<file path="src/rtl/obi_spi_master_arbiter.sv">
// Two-port OBI arbiter in front of the SPI slave subsystem's master port, with in-order response routing.
// Define OBI_ARB_FIXED_PRIO_EN to make port 0 always win unlocked arbitration instead of round-robin.
module obi_spi_master_arbiter #(
    parameter int OBI_ADDR_WIDTH  = 32,
    parameter int OBI_DATA_WIDTH  = 32,
    parameter int MAX_OUTSTANDING = 4
) (
    input  logic                      obi_aclk,
    input  logic                      obi_areset,
    input  logic                      s0_req,
    output logic                      s0_gnt,
    input  logic [OBI_ADDR_WIDTH-1:0] s0_addr,
    input  logic                      s0_we,
    input  logic [OBI_DATA_WIDTH-1:0] s0_w_data,
    output logic                      s0_r_valid,
    output logic [OBI_DATA_WIDTH-1:0] s0_r_data,
    input  logic                      s1_req,
    output logic                      s1_gnt,
    input  logic [OBI_ADDR_WIDTH-1:0] s1_addr,
    input  logic                      s1_we,
    input  logic [OBI_DATA_WIDTH-1:0] s1_w_data,
    output logic                      s1_r_valid,
    output logic [OBI_DATA_WIDTH-1:0] s1_r_data,
    output logic                      obi_master_req,
    input  logic                      obi_master_gnt,
    output logic [OBI_ADDR_WIDTH-1:0] obi_master_addr,
    output logic                      obi_master_we,
    output logic [OBI_DATA_WIDTH-1:0] obi_master_w_data,
    input  logic                      obi_master_r_valid,
    input  logic [OBI_DATA_WIDTH-1:0] obi_master_r_data,
    output logic                      obi_master_r_ready,
    output logic                      err_unexp_rsp
);
    localparam int PTR_W = $clog2(MAX_OUTSTANDING);
    localparam int CNT_W = PTR_W + 1;

    // Handshake: an address phase transfers on a cycle where req and gnt are both high;
    // a response beat transfers on any cycle with r_valid high (r_ready is constant 1).
    typedef enum logic {UNLOCKED = 1'b0, LOCKED = 1'b1} lock_state_t;

    lock_state_t      lock_state, lock_state_next;
    logic             lock;
    logic             lock_id;
    logic             rr_last;
    logic             arb_sel;
    logic             sel;
    logic             sel_req;
    logic             sel_gnt;
    logic             full;
    logic             pop;
    logic             head_id;
    logic             id_mem [MAX_OUTSTANDING];
    logic [PTR_W-1:0] wr_ptr, rd_ptr;
    logic [CNT_W-1:0] count;

    assign full = (count == CNT_W'(MAX_OUTSTANDING));

    always_comb begin
        arb_sel = 1'b0;
`ifdef OBI_ARB_FIXED_PRIO_EN
        if (!s0_req && s1_req) arb_sel = 1'b1;
`else
        if (s0_req && s1_req)  arb_sel = ~rr_last;
        else if (s1_req)       arb_sel = 1'b1;
`endif
    end

    assign sel     = lock ? lock_id : arb_sel;
    assign sel_req = sel ? s1_req : s0_req;

    assign obi_master_req     = sel_req & ~full & ~obi_areset;
    assign obi_master_addr    = sel ? s1_addr   : s0_addr;
    assign obi_master_we      = sel ? s1_we     : s0_we;
    assign obi_master_w_data  = sel ? s1_w_data : s0_w_data;
    assign obi_master_r_ready = 1'b1;

    assign sel_gnt = obi_master_gnt & obi_master_req;
    assign s0_gnt  = sel_gnt & ~sel;
    assign s1_gnt  = sel_gnt & sel;

    // Lock FSM: state register
    always_ff @(posedge obi_aclk) begin
        if (obi_areset) begin
            lock_state <= UNLOCKED;
            lock_id    <= 1'b0;
        end else begin
            lock_state <= lock_state_next;
            if (lock_state == UNLOCKED && obi_master_req && !obi_master_gnt)
                lock_id <= sel;
        end
    end

    // Lock FSM: next state
    always_comb begin
        lock_state_next = lock_state;
        case (lock_state)
            UNLOCKED: if (obi_master_req && !obi_master_gnt) lock_state_next = LOCKED;
            LOCKED:   if (sel_gnt)                           lock_state_next = UNLOCKED;
            default:  lock_state_next = UNLOCKED;
        endcase
    end

    // Lock FSM: outputs
    always_comb begin
        lock = 1'b0;
        if (lock_state == LOCKED) lock = 1'b1;
    end

    // Tracker of issuing-port IDs, popped in order as responses return.
    assign head_id = id_mem[rd_ptr];
    assign pop     = obi_master_r_valid & (count != '0);

    assign s0_r_valid = pop & ~head_id & ~obi_areset;
    assign s1_r_valid = pop &  head_id & ~obi_areset;
    assign s0_r_data  = obi_master_r_data;
    assign s1_r_data  = obi_master_r_data;

    always_ff @(posedge obi_aclk) begin
        if (sel_gnt) id_mem[wr_ptr] <= sel;
    end

    always_ff @(posedge obi_aclk) begin
        if (obi_areset) begin
            rr_last       <= 1'b1;
            wr_ptr        <= '0;
            rd_ptr        <= '0;
            count         <= '0;
            err_unexp_rsp <= 1'b0;
        end else begin
            if (sel_gnt) begin
                rr_last <= sel;
                wr_ptr  <= wr_ptr + PTR_W'(1);
            end
            if (pop) rd_ptr <= rd_ptr + PTR_W'(1);
            if (sel_gnt && !pop)      count <= count + CNT_W'(1);
            else if (!sel_gnt && pop) count <= count - CNT_W'(1);
            if (obi_master_r_valid && count == '0) err_unexp_rsp <= 1'b1;
        end
    end

endmodule
</file>
<file path="config.mk">
export PLATFORM = sky130hd
export DESIGN_NAME = obi_spi_master_arbiter
export DESIGN_NICKNAME = d
export VERILOG_FILES = /design/src/rtl/obi_spi_master_arbiter.sv
export SDC_FILE = /design/constraint.sdc
export NUM_CORES = 1
export LEC_CHECK = 0
export ABC_CLOCK_PERIOD_IN_PS = 2700
export BUFFER_PORTS_ARGS = -buffer_cell sky130_fd_sc_hd__buf_2
export CORE_AREA = 2 2 117 119
export CTS_CLUSTER_DIAMETER = 120
export DETAILED_ROUTE_END_ITERATION = 8
export DIE_AREA = 0 0 119 121
export HOLD_SLACK_MARGIN = 0.05
export SLEW_MARGIN = 10
export SYNTH_ARGS = -nofsm -noshare
export SYNTH_HDL_FRONTEND = slang
export SYNTH_SLANG_ARGS = --single-unit
</file>
<file path="constraint.sdc">
create_clock -name obi_aclk -period 2.7 [get_ports obi_aclk]
set_input_delay 0.54 -clock obi_aclk [delete_from_list [all_inputs] [get_ports obi_aclk]]
set_output_delay 0.54 -clock obi_aclk [all_outputs]
set_load 0.05 [all_outputs]
</file>
==> run summary, run 1 <==
Status
- outcome: finished clean

STA
- setup repair after global routing missed its margin: false
- clock skew after layout: 0.00103 ns
- setup violation total in the final timing report: 0
- Hold Worst Slack: 0.470 ns
- minimum period implied by the final worst setup slack: 2.49 ns
- number of hold violations in the final report: 0
- sum of negative setup slack: 0 ns
- number of pins exceeding their max-slew limit in the final report: 0
- share of the clock period used by the worst path: 92.2%
- Max Fclk: 402 MHz

Power and ir drop
- Internal Dissipation: 997 µW
- net switching component of the power: 1040 µW
- clock network fraction of design power: 14.9%
- Power Dens Cells: 684 mW/mm²
- switching power share of the total: 51.1%
- leak pwr: 0.00151 µW
- sequential power share: 18.5%
- combinational share of power: 66.6%
- Final Power: 2040 µW
- maximum vdd drop: 0.212 mV

Routing
- Via Count: 2,056
- overall routed net length: 8860 µm
- Routed Antenna Nets: 0
- number of DRC markers after the initial detailed-route iteration: 108
- number of iterations in the first detailed-routing pass: 4
- vias per cell: 3.80
- DRC violation count after routing: 0
- routed wire length per instance: 16.4 µm

Die
- die area: 0.0144 mm²
- initial standard-cell utilization of the core: 16.0%
- IO Pins: 304
- chip width: 119 µm
- Die Span Y: 121 µm
- core area: 0.0131 mm²
- Rows: 42

Place
- last weighted congestion value of the routability-driven placer: 0.769
- IO Port Bufs: 206
- Detail Placement HPWL: 8000 µm

Logic synthesis
- sequential-to-total area share from yosys stat: 18.1%
- top cells by area in the synthesized netlist: sky130_fd_sc_hd__mux2_2, sky130_fd_sc_hd__buf_4, sky130_fd_sc_hd__dfxtp_1
- most frequent cell after synthesis: sky130_fd_sc_hd__buf_4
- synthesized net count: 394
- number of flip-flops and latches in the synthesized netlist: 17
- average footprint of a synthesized cell: 9.54 µm²
- dominant register cell in the synthesized netlist: sky130_fd_sc_hd__dfxtp_1
- Post-synth top cells: sky130_fd_sc_hd__buf_4, sky130_fd_sc_hd__mux2_2, sky130_fd_sc_hd__dfxtp_1
- Yosys cell types: 31
- post-synthesis cell type with the largest combined area: sky130_fd_sc_hd__mux2_2
- number of enable-type register cells in the synthesized netlist: 4
- FFs w/ async S/R, synth: 0%
- instance count of the mapped netlist: 220
- Synth warnings: 0
- proportion of netlist area held by the largest area contributor: 35.4%
- synthesized cell area: 0.00210 mm²

Clocking
- number of buffers inserted to repair setup after CTS: 0
- buffer type at the clock tree root: sky130_fd_sc_hd__clkbuf_16
- Longest Clk Path Bufs: 2
- number of buffers created by CTS: 3
- latest clock arrival within the worst-skew pair: 0.25 ns
- sink count of the clock tree: 17
- hold buffers post-CTS: 0
- CTS tree: done
- clock transition time at the flip-flop clock pins of the worst setup and hold paths: 0.05 ns
- number of cells upsized or downsized after cts: 0
- number of levels in the clock H-tree: 1

Global routing
- vias in the first global route: 1,928
- largest net degree at the start of global routing: 45
- total global routing overflow: 0
- global routing usage summed across all routing layers: 11.3%
- antenna violations before repair: 13
- global-route wire length before repair: 12,100 µm

Layout
- share of layout cells above drive strength 1: 78.9%
- count of fill cells added during filler insertion: 1,450
- nets: 536
- signed area change from the synthesized netlist to the final layout: 41.8%
- Multi-input gate area: 0.00117 mm²
- area used by sequential logic in the layout: 380 µm²

Worst setup path
- worst setup path category: input port to primary output
- highest net fanout along the worst path: 44
- type of element capturing the critical path: primary output
- arrival time of data at the critical path endpoint: 1.95 ns
- critical path startpoint: s1_req
- nature of the critical path startpoint: input port
- required time of the worst setup path: 2.16 ns

Worst hold path
- hold path start: rr_last
- Min-Delay Path Class: flop to flop

Run
- max cap viols: 0

==> cells by family after synthesis <==
family	after synthesis	share of synthesized area (%)
compound gates	9	3.28
xor+xnor	5	2.09
fa+ha+maj	6	3.94
buf+inv	79	26.4
flops	17	18.1
mux	70	37.9
other cells	1	0.179
simple gates	33	8.05
==> stage by stage <==
stage / std cells / setup slack (ns) / utilization (%) / instance area [µm²]
2_1_floorplan: 220 / 0.251 / - / 2110
3_3_place_gp: 533 / 0.209 / 22.0 / 2880
3_5_place_dp: 533 / 0.212 / 22.0 / 2880
4_1_cts: 537 / 0.209 / 22.7 / 2970
5_1_grt: 538 / 0.148 / 22.7 / 2970
6_report: 541 / 0.212 / 22.7 / 2980
==> worst paths after layout <==
path,cells past startpoint,slack (ns),end
setup / recovery,6,0.21,obi_master_addr[3]
hold / removal,1,0.47,rr_last
hold reg to reg,1,0.47,rr_last
setup reg to reg,9,0.43,count[2]
==> power groups by stage <==
| stage | registers (µW) | logic [µW] | clock network [µW] |
|---|---|---|---|
| 2_1_floorplan | 387 | 1280 | 0 |
| 3_3_place_gp | 381 | 1360 | 0 |
| 3_5_place_dp | 382 | 1360 | 0 |
| 4_1_cts | 378 | 1360 | 308 |
| 5_1_grt | 387 | 1440 | 321 |
| 6_report | 377 | 1360 | 303 |
==> layer usage <==
layer  wire [µm]  part of all wire [%]  vias to the layer above  GRT usage [%]
met5          45                  0.51                        -              0
met2        3880                    44                      149           16.8
li1            -                     -                      980              -
met4          87                  0.98                        8           1.79
met3        1190                    13                       21           6.48
met1        3650                    41                      898           14.4
==> cell type report <==
class | instances | share of cell area, %
multi-input combinational | 124 | 39.4
timing repair buffer | 210 | 36.5
sequential | 17 | 12.8
tap | 176 | 7.40
clock buffer | 3 | 2.52
inverter | 6 | 0.757
antenna | 4 | 0.336
clock inverter | 1 | 0.252
==> cell usage in the layout (no fill, tap or decap), types with 2 or more instances in the layout <==
cell type	n
sky130_fd_sc_hd__a21oi_1	2
sky130_fd_sc_hd__and2_1	5
sky130_fd_sc_hd__buf_12	2
sky130_fd_sc_hd__buf_2	206
sky130_fd_sc_hd__buf_4	2
sky130_fd_sc_hd__clkbuf_16	3
sky130_fd_sc_hd__dfxtp_1	13
sky130_fd_sc_hd__diode_2	4
sky130_fd_sc_hd__edfxtp_1	4
sky130_fd_sc_hd__ha_1	5
sky130_fd_sc_hd__inv_1	6
sky130_fd_sc_hd__mux2_2	66
sky130_fd_sc_hd__mux2i_1	3
sky130_fd_sc_hd__nand2_1	3
sky130_fd_sc_hd__nand2b_1	2
sky130_fd_sc_hd__nand3b_1	2
sky130_fd_sc_hd__nor2_1	12
sky130_fd_sc_hd__nor3_1	3
sky130_fd_sc_hd__nor3_2	2
sky130_fd_sc_hd__o2111ai_1	2
sky130_fd_sc_hd__xor2_1	4
==> worst max-delay path, stage by stage <==
cell,delay [ns]
sky130_fd_sc_hd__buf_2,0.12
sky130_fd_sc_hd__nor2b_1,0.14
sky130_fd_sc_hd__a22oi_2,0.25
sky130_fd_sc_hd__buf_12,0.27
sky130_fd_sc_hd__mux2_2,0.39
sky130_fd_sc_hd__buf_2,0.22
No activity file was read; power rests on OpenSTA's default activity.
==> run 2, diff against run 1 <==
--- a/config.mk
+++ b/config.mk
@@ -5,12 +5,13 @@
 export SDC_FILE = /design/constraint.sdc
 export NUM_CORES = 1
 export LEC_CHECK = 0
+export ABC_AREA = 1
 export ABC_CLOCK_PERIOD_IN_PS = 2700
 export BUFFER_PORTS_ARGS = -buffer_cell sky130_fd_sc_hd__buf_2
-export CORE_AREA = 2 2 117 119
+export CORE_AREA = 2 2 116 118
 export CTS_CLUSTER_DIAMETER = 120
 export DETAILED_ROUTE_END_ITERATION = 8
-export DIE_AREA = 0 0 119 121
+export DIE_AREA = 0 0 118 120
 export HOLD_SLACK_MARGIN = 0.05
 export SLEW_MARGIN = 10
 export SYNTH_ARGS = -nofsm -noshare
==> run 2 against run 1 <==
Effect of this change: combinational power is 3% lower; synthesized cell count is 77% higher; final cell count rose by 30%; sequential share of layout area fell by 0.27 points; utilization rose by 0.69 points; critical path type unchanged; cell area grew 2.2%.
==> run summary, run 2 <==
Layout
- share of layout cells above drive strength 1: 42.4%, -37 points
- highest-count cells in the layout ignoring fill and taps: sky130_fd_sc_hd__nand2_1, sky130_fd_sc_hd__buf_2, sky130_fd_sc_hd__inv_1
- ant diodes: 0, -4
- count of fill cells added during filler insertion: 1,521, +4.9%
- signed area change from the synthesized netlist to the final layout: 38.9%
- final cell count without fillers: 702, +30%
- nets: 701, +31%
- most frequent standard cell in the layout excluding fill and tap cells: sky130_fd_sc_hd__nand2_1
- design area: 0.00304 mm², +2.2%

Power and ir drop
- Power Dens Cells: 651 mW/mm², -4.9%
- maximum vdd drop: 0.269 mV, +27%
- leak pwr: 0.00191 µW, +27%

Logic synthesis
- FFs w/ async S/R, synth: 0%, unchanged
- instance count of the mapped netlist: 389, +77%
- post-synthesis cell type with the largest combined area: sky130_fd_sc_hd__nand2_1
- Yosys cell types: 22, -29%
- sequential-to-total area share from yosys stat: 17.4%, -0.75 points
- top cells by area in the synthesized netlist: sky130_fd_sc_hd__nand2_1, sky130_fd_sc_hd__buf_4, sky130_fd_sc_hd__dfxtp_1
- number of flip-flops and latches in the synthesized netlist: 17, unchanged
- dominant register cell in the synthesized netlist: sky130_fd_sc_hd__dfxtp_1
- proportion of netlist area held by the largest area contributor: 36.7%, +1.3 points
- Post-synth top cells: sky130_fd_sc_hd__nand2_1, sky130_fd_sc_hd__buf_4, sky130_fd_sc_hd__inv_1
- Synth warnings: 0, unchanged
- most frequent cell after synthesis: sky130_fd_sc_hd__nand2_1
- synthesized cell area: 0.00219 mm², +4.3%
- synthesized net count: 563, +43%
- number of enable-type register cells in the synthesized netlist: 4, unchanged
- average footprint of a synthesized cell: 5.63 µm², -41%

Routing
- routed wire length per instance: 11.0 µm, -33%
- DRC violation count after routing: 0, unchanged
- Via Count: 2,580, +25%
- number of DRC markers after the initial detailed-route iteration: 104, -3.7%
- number of iterations in the first detailed-routing pass: 4, unchanged
- vias per cell: 3.68, -3.3%
- overall routed net length: 7690 µm, -13%
- Routed Antenna Nets: 0, unchanged

Worst hold path
- Min-Delay Path Class: flop to flop
- hold-critical path endpoint: err_unexp_rsp
- hold path start: err_unexp_rsp
- Hold Path Stages: 2, +1

STA
- setup repair after global routing missed its margin: false
- Max Fclk: 438 MHz, +8.9%
- minimum period implied by the final worst setup slack: 2.28 ns, -0.204 ns
- setup violation total in the final timing report: 0, unchanged
- sum of negative setup slack: 0 ns, unchanged
- number of pins exceeding their max-slew limit in the final report: 0, unchanged
- number of hold violations in the final report: 0, unchanged
- clock skew after layout: 0.00293 ns, +0.00190 ns
- share of the clock period used by the worst path: 84.6%, -7.6 points

Worst setup path
- type of element capturing the critical path: primary output
- length in cells of the worst reg-to-reg path: 12, +3
- nature of the critical path startpoint: input port
- required time of the worst setup path: 2.16 ns, about the same
- arrival time of data at the critical path endpoint: 1.74 ns, -0.21 ns
- highest net fanout along the worst path: 33, -25%
- worst setup path category: input port to primary output
- FF-to-FF setup slack: 0.62 ns, +0.19 ns
- r2r endpoint: count[2]

Die
- IO Pins: 304, unchanged
- Die Span Y: 120 µm, -0.83%
- core area: 0.0130 mm², -0.80%
- Rows: 42, unchanged
- initial standard-cell utilization of the core: 16.9%, +0.82 points
- die area: 0.0142 mm², -1.7%
- chip width: 118 µm, -0.84%

Clocking
- number of levels in the clock H-tree: 1, unchanged
- CTS tree: done
- hold buffers post-CTS: 0, unchanged
- number of buffers created by CTS: 3, unchanged
- buffer type at the clock tree root: sky130_fd_sc_hd__clkbuf_16
- latest clock arrival within the worst-skew pair: 0.25 ns, about the same
- sink count of the clock tree: 17, unchanged
- Longest Clk Path Bufs: 2, unchanged
- number of cells upsized or downsized after cts: 0, unchanged
- clock transition time at the flip-flop clock pins of the worst setup and hold paths: 0.05 ns, about the same
- number of buffers inserted to repair setup after CTS: 0, unchanged

Global routing
- total global routing overflow: 0, unchanged
- met1 Usage GRT: 11.7%, -2.8 points
- antenna violations before repair: 0, -13
- met3 global-route usage: 3.75%, -2.7 points
- GR Util met2: 17.8%, +0.96 points
- busiest layer in global routing: met2
- global routing usage summed across all routing layers: 10.1%, -1.2 points
- vias in the first global route: 2,372, +23%
- global-route wire length before repair: 11,700 µm, -3.5%
- largest net degree at the start of global routing: 39, -13%

Place
- total cell area at the placement stage: 0.00296 mm², +2.7%
- number of placed instances, taps included: 698, +31%
- IO Port Bufs: 206, unchanged
- last weighted congestion value of the routability-driven placer: 0.768, -0.25%
- Detail Placement HPWL: 6510 µm, -19%

Status
- outcome: finished clean

Run
- max cap viols: 0, unchanged

## run 2: worst max-delay path by stage
stage                  startpoint          to  slack (ns)
2_1_floorplan  obi_master_r_valid  s1_r_valid        0.10
3_3_place_gp               s0_req      s1_gnt        0.41
3_5_place_dp           obi_areset    count[2]        0.38
4_1_cts                    s0_req      s1_gnt        0.39
5_1_grt                    s0_req      s1_gnt        0.29
6_report                   s0_req      s1_gnt        0.42
## run 2: metrics by stage
stage / power, µW / worst slack [ns] / util (%) / hold slack [ns]
after global placement: 1690 / 0.411 / 22.8 / 0.445
after floorplan: 1590 / 0.102 / - / 0.429
after CTS: 2000 / 0.393 / 23.4 / 0.449
final: 1980 / 0.416 / 23.4 / 0.443
after global routing: 2130 / 0.286 / 23.4 / 0.469
after detailed placement: 1690 / 0.377 / 22.8 / 0.441
## run 2: power by group
part           switching [µW]  internal, µW
clock network             100           198
registers                46.0           319
logic                     960           355
## run 2: metal layers
metal  vias up  wire [µm]
li1       1375          -
met1      1058       3120
met2       141       3740
met3         6        780
met4         0         53
met5         -          0
## run 2: cell families (layout without fill, tap and decap cells)
family	after synthesis	after routing	synth area share, %
compound gates	16	16	3.66
fa+ha+maj	6	6	3.77
other cells	1	1	0.171
flops	17	17	17.4
simple gates	243	243	44.2
buf+inv	106	243	30.8
## run 2: layout make-up
class	count	area (µm²)	area share (%)
tap	176	220	7.24
clock inverter	1	5.00	0.165
clock buffer	3	75.1	2.47
inverter	26	97.6	3.21
sequential	17	380	12.5
timing repair buffer	213	1130	37.1
multi-input combinational	266	1130	37.3
## run 2: worst max-delay path, stage by stage
cell and delay, ns:
sky130_fd_sc_hd__buf_2 0.10, sky130_fd_sc_hd__nand2_1 0.07, sky130_fd_sc_hd__nand3_2 0.09, sky130_fd_sc_hd__nand2_2 0.10, sky130_fd_sc_hd__buf_4 0.32, sky130_fd_sc_hd__nand4_1 0.18, sky130_fd_sc_hd__inv_1 0.08, sky130_fd_sc_hd__buf_2 0.26
==> run 3, diff against run 2 <==
--- a/config.mk
+++ b/config.mk
@@ -6,7 +6,7 @@
 export NUM_CORES = 1
 export LEC_CHECK = 0
 export ABC_AREA = 1
-export ABC_CLOCK_PERIOD_IN_PS = 2700
+export ABC_CLOCK_PERIOD_IN_PS = 2200
 export BUFFER_PORTS_ARGS = -buffer_cell sky130_fd_sc_hd__buf_2
 export CORE_AREA = 2 2 116 118
 export CTS_CLUSTER_DIAMETER = 120
==> constraint.sdc (replaced) <==
create_clock -name obi_aclk -period 2.2 [get_ports obi_aclk]
set_input_delay 0.44 -clock obi_aclk [delete_from_list [all_inputs] [get_ports obi_aclk]]
set_output_delay 0.44 -clock obi_aclk [all_outputs]
set_load 0.05 [all_outputs]
==> run 3 against run 2 <==
Effect of this change: non-clock buffer count is 2 higher; worst hold slack worse by 0.042 ns; critical path depth stayed put; clock power is 21% higher; final cell count is 0.28% higher; routed wire length is 0.65% higher; global-route usage is 0.11 points higher; first-iteration DRC count is 24% lower; power is 25% higher; sequential share of layout area is 0.15 points lower; combinational power is 25% higher; flip-flop and latch count stayed put; critical path type is now flop to primary output; largest power group unchanged.
==> run summary, run 3 (synthesized netlist as in run 2, its figures left out) <==
Layout
- most frequent standard cell in the layout excluding fill and tap cells: sky130_fd_sc_hd__nand2_1
- final cell count without fillers: 704, +0.28%
- count of fill cells added during filler insertion: 1,523, +0.13%
- nets: 703, +0.29%
- highest-count cells in the layout ignoring fill and taps: sky130_fd_sc_hd__nand2_1, sky130_fd_sc_hd__buf_2, sky130_fd_sc_hd__inv_1
- share of layout cells above drive strength 1: 43.0%, +0.60 points
- signed area change from the synthesized netlist to the final layout: 41.1%
- ant diodes: 0, unchanged

Die
- die area: 0.0142 mm², unchanged
- chip width: 118 µm, unchanged
- initial standard-cell utilization of the core: 16.9%, unchanged
- Rows: 42, unchanged
- Die Span Y: 120 µm, unchanged
- core area: 0.0130 mm², unchanged
- IO Pins: 304, unchanged

Clocking
- number of levels in the clock H-tree: 1, unchanged
- clock transition time at the flip-flop clock pins of the worst setup and hold paths: 0.05 ns, about the same
- number of cells upsized or downsized after cts: 0, unchanged
- latest clock arrival within the worst-skew pair: 0.25 ns, about the same
- CTS tree: done
- number of buffers inserted to repair setup after CTS: 0, unchanged
- Longest Clk Path Bufs: 2, unchanged
- sink count of the clock tree: 17, unchanged
- buffer type at the clock tree root: sky130_fd_sc_hd__clkbuf_16
- hold buffers post-CTS: 0, unchanged
- number of buffers created by CTS: 3, unchanged

Power and ir drop
- maximum vdd drop: 0.295 mV, +9.4%
- Power Dens Cells: 798 mW/mm², +23%
- leak pwr: 0.00193 µW, +1.0%

Global routing
- vias in the first global route: 2,410, +1.6%
- global routing usage summed across all routing layers: 10.2%, +0.11 points
- total global routing overflow: 0, unchanged
- antenna violations before repair: 0, unchanged
- largest net degree at the start of global routing: 46, +18%
- global-route wire length before repair: 11,800 µm, +0.65%

Worst setup path
- slowest cell on the critical path: sky130_fd_sc_hd__dfxtp_1
- most common cell type on the critical path: sky130_fd_sc_hd__nand2_1
- worst setup path category: flop to primary output
- required time of the worst setup path: 1.76 ns, -0.40 ns
- arrival time of data at the critical path endpoint: 1.63 ns, -0.11 ns
- Buffers & Inverters on Critical Path: 4, unchanged
- nature of the critical path startpoint: flop
- highest net fanout along the worst path: 35, +6.1%
- cell breakdown of the critical path: inv_1 > nand3_2 > nand2_2 > inv_2 > buf_12 > nand2_1 > nand2_1 > buf_2
- longest individual stage delay on the worst path: 0.34 ns, +0.02 ns
- gate family responsible for the most delay along the worst path: buffers and inverters
- type of element capturing the critical path: primary output

Routing
- DRC violation count after routing: 0, unchanged
- Routed Antenna Nets: 0, unchanged
- number of DRC markers after the initial detailed-route iteration: 79, -24%
- vias per cell: 3.72, +1.3%
- number of iterations in the first detailed-routing pass: 4, unchanged
- overall routed net length: 7740 µm, +0.65%
- routed wire length per instance: 11.0 µm, +0.36%
- Via Count: 2,621, +1.6%

STA
- clock skew after layout: 0.00172 ns, -0.00121 ns
- minimum period implied by the final worst setup slack: 2.07 ns
- setup violation total in the final timing report: 0, unchanged
- setup repair after global routing missed its margin: false
- number of hold violations in the final report: 0, unchanged
- Max Fclk: 482 MHz
- share of the clock period used by the worst path: 94.3%
- number of pins exceeding their max-slew limit in the final report: 0, unchanged
- sum of negative setup slack: 0 ns, unchanged

Worst hold path
- Min-Delay Path Class: input port to flop

Run
- max cap viols: 0, unchanged

Place
- last weighted congestion value of the routability-driven placer: 0.726, -5.4%
- Detail Placement HPWL: 6420 µm, -1.4%
- number of placed instances, taps included: 700, +0.29%
- IO Port Bufs: 206, unchanged

Status
- outcome: finished clean

[run 3: cell type report]
type / count / area (µm²) / share of cell area [%]
Timing Repair Buffer: 215 / 1170 / 37.9
Multi-Input combinational cell: 266 / 1140 / 36.9
Sequential cell: 17 / 382 / 12.4
Tap cell: 176 / 220 / 7.13
Inverter: 26 / 97.6 / 3.16
Clock buffer: 3 / 75.1 / 2.43
Clock inverter: 1 / 5.00 / 0.162
[run 3: worst register-to-register path, stage by stage, from the launching register on]
cell and delay, ns:
sky130_fd_sc_hd__dfxtp_1 0.32, sky130_fd_sc_hd__nand2_1 0.14, sky130_fd_sc_hd__o21ai_1 0.11, sky130_fd_sc_hd__nor2_4 0.13
sky130_fd_sc_hd__nand3_4 0.07, sky130_fd_sc_hd__inv_1 0.06, sky130_fd_sc_hd__ha_1 0.14, sky130_fd_sc_hd__inv_1 0.07
sky130_fd_sc_hd__fa_1 0.37, sky130_fd_sc_hd__a21oi_1 0.14, sky130_fd_sc_hd__o21ai_0 0.11, sky130_fd_sc_hd__o21ai_1 0.13
sky130_fd_sc_hd__a21oi_1 0.06
[run 3: layer usage]
layer | vias to the layer above | global-route usage [%] | wire length (µm) | share of wire [%]
met3 | 12 | 3.33 | 694 | 9.0
met1 | 1097 | 12.7 | 3280 | 42
met2 | 134 | 17.1 | 3690 | 48
met4 | 0 | 2.33 | 78 | 1.0
met5 | - | 0 | 0 | 0
li1 | 1378 | - | - | -
[run 3: worst paths after layout]
check	from	to	slack, ns	cells after the start
hold / removal	obi_areset	err_unexp_rsp	0.40	2
setup reg to reg	flop	count[2]	0.23	12
setup / recovery	flop	obi_master_w_data[13]	0.13	8
hold reg to reg	err_unexp_rsp	err_unexp_rsp	0.45	2
[run 3: per-stage QoR]
step | utilization [%] | setup slack (ns) | total power [µW] | hold WS (ns) | cell area (µm²)
after global routing | 23.8 | 0.000444 | 2660 | 0.423 | 3090
after floorplan | - | 0.183 | 1960 | 0.429 | 2190
after detailed placement | 23.0 | 0.0414 | 2100 | 0.454 | 2990
final | 23.8 | 0.126 | 2460 | 0.401 | 3090
after CTS | 23.6 | 0.0843 | 2480 | 0.401 | 3070
after global placement | 23.0 | 0.0550 | 2090 | 0.449 | 2990
[run 3: report_power, final]
group	switching, µW	internal, µW
combinational	1190	459
clock	119	243
sequential	58.4	394
